### src/rtl/nco_phase_gen.sv
// nco_phase_gen: phase accumulator NCO feeding the pipelined CORDIC stage.
// Emits one DATA_WIDTH-bit phase word per enabled clock (2^DATA_WIDTH == 2*pi).
// It supports fixed-frequency operation, phase-continuous retune and a linear
// frequency sweep (chirp). All state advances only while the shared CORDIC
// stall `ena` is high.
//
// The datapath is organised around "current" operands. On an accept edge these
// are the newly offered config values; otherwise they are the registered ones.
// The accept edge is therefore an ordinary sample edge that already runs on the
// new fcw/poff/step/len. This gives one-clock accept latency, bubble-free
// retune, and a sweep whose first sample is produced on the accept edge itself.
module nco_phase_gen #(
    parameter int ACC_WIDTH  = 24,
    parameter int DATA_WIDTH = 8,
    parameter int LEN_WIDTH  = 16
) (
    input  logic                  clk,
    input  logic                  rst_n,
    input  logic                  ena,
    input  logic                  stop,
    input  logic                  cfg_valid,
    output logic                  cfg_ready,
    input  logic                  cfg_mode,
    input  logic [ACC_WIDTH-1:0]  cfg_fcw,
    input  logic [ACC_WIDTH-1:0]  cfg_step,
    input  logic [LEN_WIDTH-1:0]  cfg_len,
    input  logic [DATA_WIDTH-1:0] cfg_poff,
    output logic [DATA_WIDTH-1:0] phase_out,
    output logic                  phase_valid,
    output logic                  sweep_done
);

    typedef enum logic [1:0] {
        IDLE  = 2'd0,
        RUN   = 2'd1,
        SWEEP = 2'd2
    } state_t;

    state_t                  state_q, state_d;

    logic [ACC_WIDTH-1:0]    acc_q;
    logic [ACC_WIDTH-1:0]    fcw_q;
    logic [ACC_WIDTH-1:0]    step_q;
    logic [DATA_WIDTH-1:0]   poff_q;
    logic [LEN_WIDTH-1:0]    cnt_q;

    // Per-cycle control decode
    logic                    accept;
    logic                    active;
    logic                    sweeping;
    logic                    last;

    // Operands used by this edge (new config on accept, registers otherwise)
    logic [ACC_WIDTH-1:0]    acc_cur;
    logic [ACC_WIDTH-1:0]    fcw_cur;
    logic [ACC_WIDTH-1:0]    step_cur;
    logic [DATA_WIDTH-1:0]   poff_cur;
    logic [LEN_WIDTH-1:0]    cnt_cur;
    logic [LEN_WIDTH-1:0]    len_eff;
    logic [DATA_WIDTH-1:0]   phase_top;

    // State register
    always_ff @(posedge clk or negedge rst_n) begin
        if (!rst_n) begin
            state_q <= IDLE;
        end else begin
            state_q <= state_d;
        end
    end

    // Next-state, handshake and operand selection
    always_comb begin
        cfg_ready = ena & ~stop & (state_q != SWEEP);
        accept    = cfg_valid & cfg_ready;
        active    = ena & ~stop & (accept | (state_q != IDLE));
        sweeping  = accept ? cfg_mode : (state_q == SWEEP);

        // A zero-length sweep still produces one sample
        len_eff   = (cfg_len == '0) ? LEN_WIDTH'(1) : cfg_len;
        cnt_cur   = accept ? len_eff  : cnt_q;
        fcw_cur   = accept ? cfg_fcw  : fcw_q;
        step_cur  = accept ? cfg_step : step_q;
        poff_cur  = accept ? cfg_poff : poff_q;
        // Starting from IDLE begins at phase zero; a RUN retune keeps the phase
        acc_cur   = (accept && (state_q == IDLE)) ? '0 : acc_q;
        phase_top = acc_cur[ACC_WIDTH-1 -: DATA_WIDTH];

        last      = active & sweeping & (cnt_cur == LEN_WIDTH'(1));

        state_d = state_q;
        if (ena) begin
            if (stop) begin
                state_d = IDLE;
            end else if (last) begin
                state_d = RUN;
            end else if (accept) begin
                state_d = cfg_mode ? SWEEP : RUN;
            end
        end
    end

    // Accumulator, sweep engine and registered outputs
    always_ff @(posedge clk or negedge rst_n) begin
        if (!rst_n) begin
            acc_q       <= '0;
            fcw_q       <= '0;
            step_q      <= '0;
            poff_q      <= '0;
            cnt_q       <= '0;
            phase_out   <= '0;
            phase_valid <= 1'b0;
            sweep_done  <= 1'b0;
        end else begin
            // One-clock pulse; `last` is already qualified by ena
            sweep_done <= last;
            if (ena) begin
                if (stop) begin
                    // fcw/poff are kept so a later look at them stays meaningful
                    acc_q       <= '0;
                    phase_valid <= 1'b0;
                end else if (active) begin
                    phase_out   <= phase_top + poff_cur;
                    acc_q       <= acc_cur + fcw_cur;
                    phase_valid <= 1'b1;
                    step_q      <= step_cur;
                    poff_q      <= poff_cur;
                    if (sweeping) begin
                        fcw_q <= fcw_cur + step_cur;
                        cnt_q <= cnt_cur - LEN_WIDTH'(1);
                    end else begin
                        fcw_q <= fcw_cur;
                        cnt_q <= cnt_cur;
                    end
                end else begin
                    // IDLE: last phase word is held, marked not live
                    phase_valid <= 1'b0;
                end
            end
        end
    end

endmodule

### config.mk
export PLATFORM = sky130hd
export DESIGN_NAME = nco_phase_gen
export DESIGN_NICKNAME = d
export VERILOG_FILES = /design/src/rtl/nco_phase_gen.sv
export SDC_FILE = /design/constraint.sdc
export NUM_CORES = 1
export LEC_CHECK = 0
export ABC_AREA = 1
export BUFFER_PORTS_ARGS = -buffer_cell sky130_fd_sc_hd__buf_2
export CORE_MARGIN = 3
export CORE_UTILIZATION = 40
export DETAILED_ROUTE_END_ITERATION = 10
export PLACE_DENSITY = 0.56
export SYNTH_ARGS = -nofsm -noshare
export SYNTH_HDL_FRONTEND = slang
export SYNTH_SLANG_ARGS = --single-unit
### constraint.sdc
create_clock -name clk -period 3.75 [get_ports clk]
set_input_delay 0.5625 -clock clk [delete_from_list [all_inputs] [get_ports clk]]
set_output_delay 0.5625 -clock clk [all_outputs]
set_load 0.1 [all_outputs]
==> impl_metrics.tcl <==
set metrics [dict create \
    grt_pass1_wl_mm 41.0 \
    tightest_slew_ns 0.645 \
    cp_max_fo 26 \
    fmax_mhz 304 \
    post_cts_buffers 0 \
    grt_usage_pct 23.3 \
    slowest_stage "o21ai_0" \
    io_pins 89 \
    clkLatencyLatePin_ns 0.36 \
    layout_commonest_cell "nand2_1" \
    path_common_cell "nand2_1" \
    yosys.area.top_type_share_pct 32.7 \
    cpLargestDelayFamily "simple AND/OR/NAND/NOR gates" \
    min_period_ns 3.29 \
    worstSetupPathType "flip-flop to flip-flop" \
    slew_violations 0 \
    ys_ff_latch 108 \
    cts_tree "yes" \
    grt_pass1_vias 7851 \
    path_buf_inv 3 \
    min_path_type "primary input to asynchronous set/reset pin" \
    coreArea_sq_mm 0.0198 \
    start_util_pct 41.6 \
    dieArea_sq_mm 0.0224 \
    gp_congestion 0.915 \
    num_antenna_cells 0 \
    syn_area_sq_mm 0.00826 \
    power_density_mw_per_mm2 709 \
    dp_hpwl_mm 19.5 \
    drt_iter0_drc 449 \
    end_kind "flip-flop" \
    grt_max_degree 64 \
    syn2layout_area_growth_pct 13.8 \
    syn_nets 1393 \
    cpPeakStageDelay_ns 0.53 \
    cts.path.max_buffers 2 \
    drtAntennaViolNets 0 \
    num_rows 51 \
    wl_mm 25.6 \
    fin_nets 1482 \
    antenna_found_initial 0 \
    yosys.area.top_type "dfrtp_1" \
    num_vias 8160 \
    htreeDepth 3 \
    final_cell_mix "nand2_1, dfrtp_1, inv_1" \
    cp_cell_sequence "inv_1 -> nand2_1 -> nand3_4 -> inv_2 -> buf_4 -> nand2_1 -> nand2_1 -> ha_1 -> nand2_1 -> nor2_1 -> nand2_1 -> o21ai_0 -> a21oi_1 -> nand2b_1 -> nand3_1 -> nand2_1" \
    worst_setup_path_start_kind "flip-flop" \
    synth-warning-count 0 \
    synthTopCellsByArea "dfrtp_1, nand2_1, ha_1" \
    postSynthAreaPerCell_sq_um 6.57 \
    cp.arrival_ns 3.54 \
    leakagePower_nw 5.22 \
    io_buffers 88 \
    setup-tns-final_ns 0 \
    drc 0 \
    root_buffer "clkbuf_16" \
    gr-total-overflow 0 \
    finalSetupViolations 0 \
    postCtsHoldBufs 0 \
    stdcell_count 1613 \
    die_x_microns 150 \
    clock-sinks 108 \
    crit_required_ns 4.00 \
    place_inst 1600 \
    max_slew_margin_pct 56.5 \
    yosysUniqueCellTypes 43 \
    path_clk_slew_ns 0.08 \
    status "finished clean" \
    clock_skew_ns 0.0132 \
    yosysSeqAreaShare_pct 32.7 \
    fin_crit_sh_pct 87.7 \
    cts_made_buffers 9 \
    rsz0062_at_grt "false" \
    die_y_microns 150 \
    layout-drive-gt1-share_pct 10.8 \
    viasPerCell 5.06 \
    post_cts_resized 0 \
    drv_cap 0 \
    finalHoldViolations 0 \
    dr.pass1.iters 5 \
    synthCells 1257 \
    wl_per_cell_microns 15.8 \
    vdd_drop_max_mv 0.267 \
]
[synth_stat cells, drive strengths merged]
| master | instances |
|---|---|
| xnor2 | 8 |
| a21o | 10 |
| fa | 3 |
| a211oi | 2 |
| nand2 | 531 |
| o21a | 2 |
| inv | 108 |
| o21bai | 1 |
| dfrtp | 108 |
| o31ai | 3 |
| clkinv | 2 |
| nor2 | 102 |
| nand4 | 13 |
| a21boi | 2 |
| o22ai | 1 |
| nand3b | 5 |
| xor2 | 17 |
| o21ai | 86 |
| nand2b | 2 |
| nand3 | 64 |
| clkbuf | 20 |
| ha | 55 |
| a22oi | 2 |
| o221ai | 4 |
| a21oi | 65 |
| nor4 | 1 |
| nor3 | 12 |
| buf | 13 |
| a22o | 2 |
| a31oi | 7 |
| o211ai | 4 |
| or2 | 2 |
[layout make-up]
cell class | count | area, sq um
Multi-Input combinational cell | 1006 | 5010
Sequential cell | 108 | 2700
Timing Repair Buffer | 111 | 641
Clock buffer | 9 | 225
Clock inverter | 4 | 76.3
Fill cell | 2112 | 10500
Inverter | 110 | 413
Tap cell | 265 | 332
[sequential cells by signal, indices dropped and copies added (netlist names)]
name,cells
poff_q,8
fcw_q,24
acc_q,24
step_q,24
sweep_done,1
state_q,2
phase_valid,1
phase_out,8
cnt_q,16
[worst paths after layout]
| path | slack [ns] | depth (start not counted) | endpoint | start |
|---|---|---|---|---|
| setup reg to reg | 0.46 | 16 | fcw_q[21] | state_q[0] |
| setup / recovery | 0.46 | 16 | fcw_q[21] | state_q[0] |
| min in group clk | 0.42 | 3 | step_q[1] | cfg_step[1] |
| max in group asynchronous | 2.75 | 2 | acc_q[17] | rst_n |
| hold / removal | 0.21 | 1 | fcw_q[0] | rst_n |
| hold reg to reg | 0.47 | 2 | step_q[16] | step_q[16] |
[per-stage QoR]
| step | util [%] | setup slack [ns] | cell area [sq um] | hold slack [ns] | total power, mW |
|---|---|---|---|---|---|
| after floorplan | - | 0.358 | 8260 | 0.267 | 4.67 |
| after detailed placement | 45.8 | 0.307 | 9090 | 0.460 | 5.63 |
| after global placement | 45.8 | 0.307 | 9090 | 0.456 | 5.61 |
| after global routing | 47.3 | 0.117 | 9400 | 0.272 | 7.32 |
| after CTS | 47.3 | 0.460 | 9400 | 0.244 | 6.68 |
| final | 47.3 | 0.462 | 9400 | 0.211 | 6.66 |
[report_power, final]
| group | total, mW | switching [mW] | internal, mW |
|---|---|---|---|
| logic | 3.89 | 2.60 | 1.29 |
| clock network | 1.03 | 0.450 | 0.578 |
| registers | 1.74 | 0.185 | 1.56 |
[layer usage]
metal  part of all wire [%]  wire [microns]  track usage (%)  vias to the layer above
li1                       -               -                -                     4239
met1                     49           12600             33.2                     3761
met2                     46           11700             38.4                      144
met3                    3.7             954             2.12                       16
met4                    1.1             290             5.76                        0
met5                      0               0                0                        -
[cell families after synthesis]
family                     count (synthesis)  share of synthesized area (%)
and+or+nand+nor                          732                           35.7
DFF                                      108                           32.7
adders and majority gates                 58                           9.06
AOI/OAI and AO/OA                        191                           12.9
xor gates and xnor gates                  25                           2.65
buffers and inverters                    143                           6.88
Power figures use the tool's default switching activity.
